$ cat src/rtl/key_debounce_array.sv
// N-channel push-button front end: 2-flop sync, shared sample tick, consecutive-sample
// debounce, registered level plus press/release/repeat pulses aligned with sample_tick.
module key_debounce_array #(
  parameter int N_KEYS       = 4,
  parameter int SAMPLE_DIV   = 50000,
  parameter int STABLE_CNT   = 4,
  parameter int ACTIVE_LOW   = 0,
  parameter int REPEAT_EN    = 1,
  parameter int REPEAT_DELAY = 500,
  parameter int REPEAT_RATE  = 100
) (
  input  logic              CLK_50M,
  input  logic              RSTn,
  input  logic [N_KEYS-1:0] key_in,
  output logic [N_KEYS-1:0] key_state,
  output logic [N_KEYS-1:0] key_press,
  output logic [N_KEYS-1:0] key_repeat,
  output logic [N_KEYS-1:0] key_release,
  output logic              sample_tick
);

  localparam int TW   = $clog2(SAMPLE_DIV);
  localparam int SW   = $clog2(STABLE_CNT + 1);
  localparam int RMAX = (REPEAT_DELAY > REPEAT_RATE) ? REPEAT_DELAY : REPEAT_RATE;
  localparam int RW   = $clog2(RMAX + 1);

  typedef enum logic [1:0] {IDLE, DELAY, REPEAT} rpt_state_t;

  logic [N_KEYS-1:0] sync1, sync2, key_sense;
  logic [TW-1:0]     tick_cnt;
  logic              tick_en;

  always_ff @(posedge CLK_50M or negedge RSTn) begin
    if (!RSTn) begin
      sync1 <= '0;
      sync2 <= '0;
    end else begin
      sync1 <= key_in;
      sync2 <= sync1;
    end
  end

  assign key_sense = (ACTIVE_LOW != 0) ? ~sync2 : sync2;

  // Debounce and repeat logic run in the last cycle of each tick period, so their
  // registered pulses land in the same cycle as sample_tick.
  assign tick_en = (tick_cnt == TW'(SAMPLE_DIV - 1));

  always_ff @(posedge CLK_50M or negedge RSTn) begin
    if (!RSTn) begin
      tick_cnt    <= '0;
      sample_tick <= 1'b0;
    end else begin
      tick_cnt    <= tick_en ? '0 : tick_cnt + TW'(1);
      sample_tick <= tick_en;
    end
  end

  for (genvar g = 0; g < N_KEYS; g++) begin : g_key
    logic [SW-1:0] db_cnt, db_next;
    logic [RW-1:0] rpt_cnt, rpt_next, rpt_thr;
    rpt_state_t    rpt_st;
    logic          state_q, press_q, rpt_q, rel_q;
    logic          accept, acc_press, acc_rel;

    assign db_next   = db_cnt + SW'(1);
    assign accept    = tick_en && (key_sense[g] != state_q) && (db_next == SW'(STABLE_CNT));
    assign acc_press = accept && !state_q;
    assign acc_rel   = accept && state_q;
    assign rpt_next  = rpt_cnt + RW'(1);
    assign rpt_thr   = (rpt_st == DELAY) ? RW'(REPEAT_DELAY) : RW'(REPEAT_RATE);

    always_ff @(posedge CLK_50M or negedge RSTn) begin
      if (!RSTn) begin
        db_cnt  <= '0;
        rpt_cnt <= '0;
        rpt_st  <= IDLE;
        state_q <= 1'b0;
        press_q <= 1'b0;
        rpt_q   <= 1'b0;
        rel_q   <= 1'b0;
      end else begin
        press_q <= 1'b0;
        rpt_q   <= 1'b0;
        rel_q   <= 1'b0;
        if (tick_en) begin
          if (key_sense[g] == state_q) begin
            db_cnt <= '0;
          end else if (accept) begin
            db_cnt  <= '0;
            state_q <= ~state_q;
            press_q <= acc_press;
            rel_q   <= acc_rel;
          end else begin
            db_cnt <= db_next;
          end

          // Release wins over a repeat falling due on the same tick.
          case (rpt_st)
            IDLE: begin
              if (acc_press && (REPEAT_EN != 0)) begin
                rpt_st  <= DELAY;
                rpt_cnt <= '0;
              end
            end
            default: begin
              if (acc_rel) begin
                rpt_st  <= IDLE;
                rpt_cnt <= '0;
              end else if (rpt_next == rpt_thr) begin
                press_q <= 1'b1;
                rpt_q   <= 1'b1;
                rpt_cnt <= '0;
                rpt_st  <= REPEAT;
              end else begin
                rpt_cnt <= rpt_next;
              end
            end
          endcase
        end
      end
    end

    assign key_state[g]   = state_q;
    assign key_press[g]   = press_q;
    assign key_repeat[g]  = rpt_q;
    assign key_release[g] = rel_q;
  end

endmodule

$ cat config.mk
export PLATFORM = sky130hd
export DESIGN_NAME = key_debounce_array
export DESIGN_NICKNAME = d
export VERILOG_FILES = /design/src/rtl/key_debounce_array.sv
export SDC_FILE = /design/constraint.sdc
export NUM_CORES = 1
export LEC_CHECK = 0
export ABC_AREA = 1
export CAP_MARGIN = 20
export CORE_MARGIN = 2
export CORE_UTILIZATION = 61
export DETAILED_ROUTE_END_ITERATION = 8
export PLACE_DENSITY = 0.8
export SLEW_MARGIN = 5
export SYNTH_ARGS = -nofsm -noshare
export SYNTH_HDL_FRONTEND = slang
export SYNTH_SLANG_ARGS = --single-unit
$ cat constraint.sdc
create_clock -name CLK_50M -period 2.1 [get_ports CLK_50M]
set_input_delay 0.525 -clock CLK_50M [delete_from_list [all_inputs] [get_ports CLK_50M]]
set_output_delay 0.525 -clock CLK_50M [all_outputs]
set_load 0.02 [all_outputs]
==> results.md, run 1 <==
* Die W at 96.98 um
* Maximum fanout along the worst path at 5
* Clock-pin slew on the worst setup and hold paths at 100 ps
* DR iter-0 viols at 231
* Longest Clk Path Bufs at 2
* Nets at 712
* Starting density of the core at 0.6355
* Initial antenna violation count at 0
* Type of origin of the critical path: register
* CP Capture Type: output port
* Post-route clock period utilization at 0.9529
* Buffers and inverters on the worst path at 1
* Pwr Total at 3.320 mW
* Die height at 96.98 um
* Routed len/inst at 13.62 um
* Ys flop type: dfrtp_1
* Seq cells post-synth at 97
* Placement Setup Slack at -126.1 ps
* CP arrival at 1480 ps
* Post-synthesis cell count at 654
* RD Place Congestion at 0.9016
* # placed instances at 771
* Dpl hpwl at 7563 um
* TritonCTS clock tree: done
* Clock tree sinks at 97
* H-Tree Level Count at 3
* Worst Skew at 12.06 ps
* FF-to-FF path depth at 13
* Cells along the critical path: clkdlybuf4s50_1
* Relative slew slack at 0.6549
* Root buffer cell: clkbuf_8
* Number of global-route vias before repair at 4234
* Final cell count without fillers at 803
* Clock Latency Late Sink at 370 ps
* Final Slew Violations at 0
* DRT Pass-1 Iters at 5
* Critical Path Slowest Stage Cell: clkdlybuf4s50_1
* Sequential area share after synthesis at 0.4603
* Via-to-Cell Ratio at 5.438
* CP top delay family: buffers and inverters
* Ratio of cells with drive above 1 in the final layout at 0.1433
* Final hold vios at 0
* Post-DRT Antenna Nets at 0
* Worst EP required at 1570 ps
* EDFF count, synth at 0
* Reg-to-Reg Start: tick_cnt[0]
* Peak Freq at 499.7 MHz
* Leak at 2.800 nW
* Status: complete, no violations
* WL final at 10930 um
* I/O Buffers at 22
* Max_cap viols at 0
* CP peak stage delay at 650 ps
* Largest area contributor in the netlist: dfrtp_1
* Global Route Usage Sum at 0.2364
* Diode count at 0
* Vias post-DR at 4367
* WS Path Type: register to output port
* Asr flop ratio synth at 1.000
* Setup_tns at 0 ps
* # rows at 33
* DP Area at 5584 um2
* Yosys warning count at 0
* Worst hold slack at 68.29 ps
* Tightest Pin Transition at 515.7 ps
* First-pass GRT wire length at 18520 um
* Synth top area cells: dfrtp_1 46%, nand2_1 12%, inv_1 5.3%
* Power per Cell Area at 552.3 nW/um2
* Post-Syn Nets at 673
* Largest net degree at the start of global routing at 36
* Die area at 9405 um2
* Maximum VDD drop at 0.3240 mV
* Fill cells at 623
* Final Util at 0.7243
* Crit Reg-Reg Endpoint: g_key[3].rpt_cnt[0]
* R2R Setup Slk at 140 ps
* Min Clock Period, post-route at 2001 ps
* DRC violations left at 0
* Worst Slack Setup Final at 98.82 ps
* Synth unique cells at 37
* GRT overflow at 0
* # IOs at 23
* Cts bufs inserted at 9
* Core ar. at 8299 um2
* Design Area, Final at 6011 um2
* Number of setup violations in the final report at 0
* HP Class: input port to async pin
* Share of the synthesized area in the top cell type at 0.4603
* Layout area overhead at 13.97%
* Mapped Area at 5274 um2
* Mapped Avg Cell Area at 8.064 um2
[cell families (layout without fill, tap and decap cells)]
family                   count (synthesis)  in the layout  share of synthesized area
AND/OR/NAND/NOR                        340            341                     0.2994
adder cells (fa/ha/maj)                 13             13                    0.03084
AO/OA/AOI/OAI                           72             72                    0.07829
XOR/XNOR                                23             23                    0.03820
flip-flops                              97             97                     0.4603
buffers and inverters                  109            152                    0.09300
[area by class of cell]
class,instances,area (um2),share of cell area
repair buffers,51,473.0,0.07868
flip-flops and latches,97,2427,0.4038
clock buffers,10,137.6,0.02290
well taps,105,131.4,0.02186
clock inverters,6,90.09,0.01499
multi-input cells,449,2425,0.4034
inverters,85,326.6,0.05433
[metal layers]
layer  track usage  vias up  wire [um]
li1              -     2176          -
met1        0.3045     2062       4826
met2        0.4001      113       5527
met3       0.04552       16        442
met4       0.08342        0        136
met5             0        -          0
[synth_stat cells, drive strengths merged (6+ instances only)]
cell type and n:
nand2 185, o22ai 19, nand3b 6, dfrtp 97, a21oi 13, nor2 72, nand4 16, nand3 52
ha 13, o21ai 34, xor2 22, buf 22, inv 83, nor3 8
[flip-flops by register name, summed over array words and instances (netlist names)]
signal / cells
g_key.db_cnt: 12
g_key.press_q: 4
g_key.rel_q: 4
g_key.rpt_cnt: 36
g_key.rpt_q: 4
g_key.rpt_st: 8
g_key.state_q: 4
key_sense: 4
sample_tick: 1
sync1: 4
tick_cnt: 16
[cells in the final DEF (no fill, tap or decap), types with 11 or more instances in the layout]
cell type,count
inv_1,75
o21ai_0,17
buf_4,27
clkdlybuf4s50_1,21
nand4_1,14
dfrtp_1,97
nand2_1,171
nor2_1,55
xor2_1,22
ha_1,11
o22ai_1,19
nand3_1,48
o21ai_1,15
[report_power, final]
| group | total (mW) | internal (mW) | switching, mW |
|---|---|---|---|
| Sequential | 1.88 | 1.87 | 0.00488 |
| Combinational | 0.0587 | 0.0169 | 0.0418 |
| Clock | 1.38 | 0.708 | 0.674 |
[worst max path at each step]
stage / start / endpoint / slack, ps / cells after the start
2_1_floorplan: tick_cnt[0] / g_key[3].rpt_st[1] / 360 / 14
3_3_place_gp: tick_cnt[0] / g_key[2].rpt_cnt[5] / -40 / 11
3_5_place_dp: tick_cnt[0] / g_key[2].rpt_cnt[5] / -130 / 11
4_1_cts: tick_cnt[0] / g_key[2].rpt_cnt[5] / 6 / 11
5_1_grt: g_key[2].rpt_cnt[0] / g_key[2].rpt_st[0] / -30 / 11
6_report: g_key[3].state_q / key_state[3] / 100 / 1
[what timing repair did]
item / CTS / global route
gates resized for setup: 1 / 19
pin swaps: 0 / 6
endpoints found under the hold margin: 0 / 0
endpoints found under the setup margin: 5 / 42
hold buffers: 0 / 0
cloned: 0 / 1
buffers inserted: 0 / 15
No activity file was read; power rests on OpenSTA's default activity.
==> run 2: changes to the inputs <==
Settings changed: CAP_MARGIN 20 to default.
==> results of run 2 <==
Final layout, timing and power as in run 1 (identical DEF).
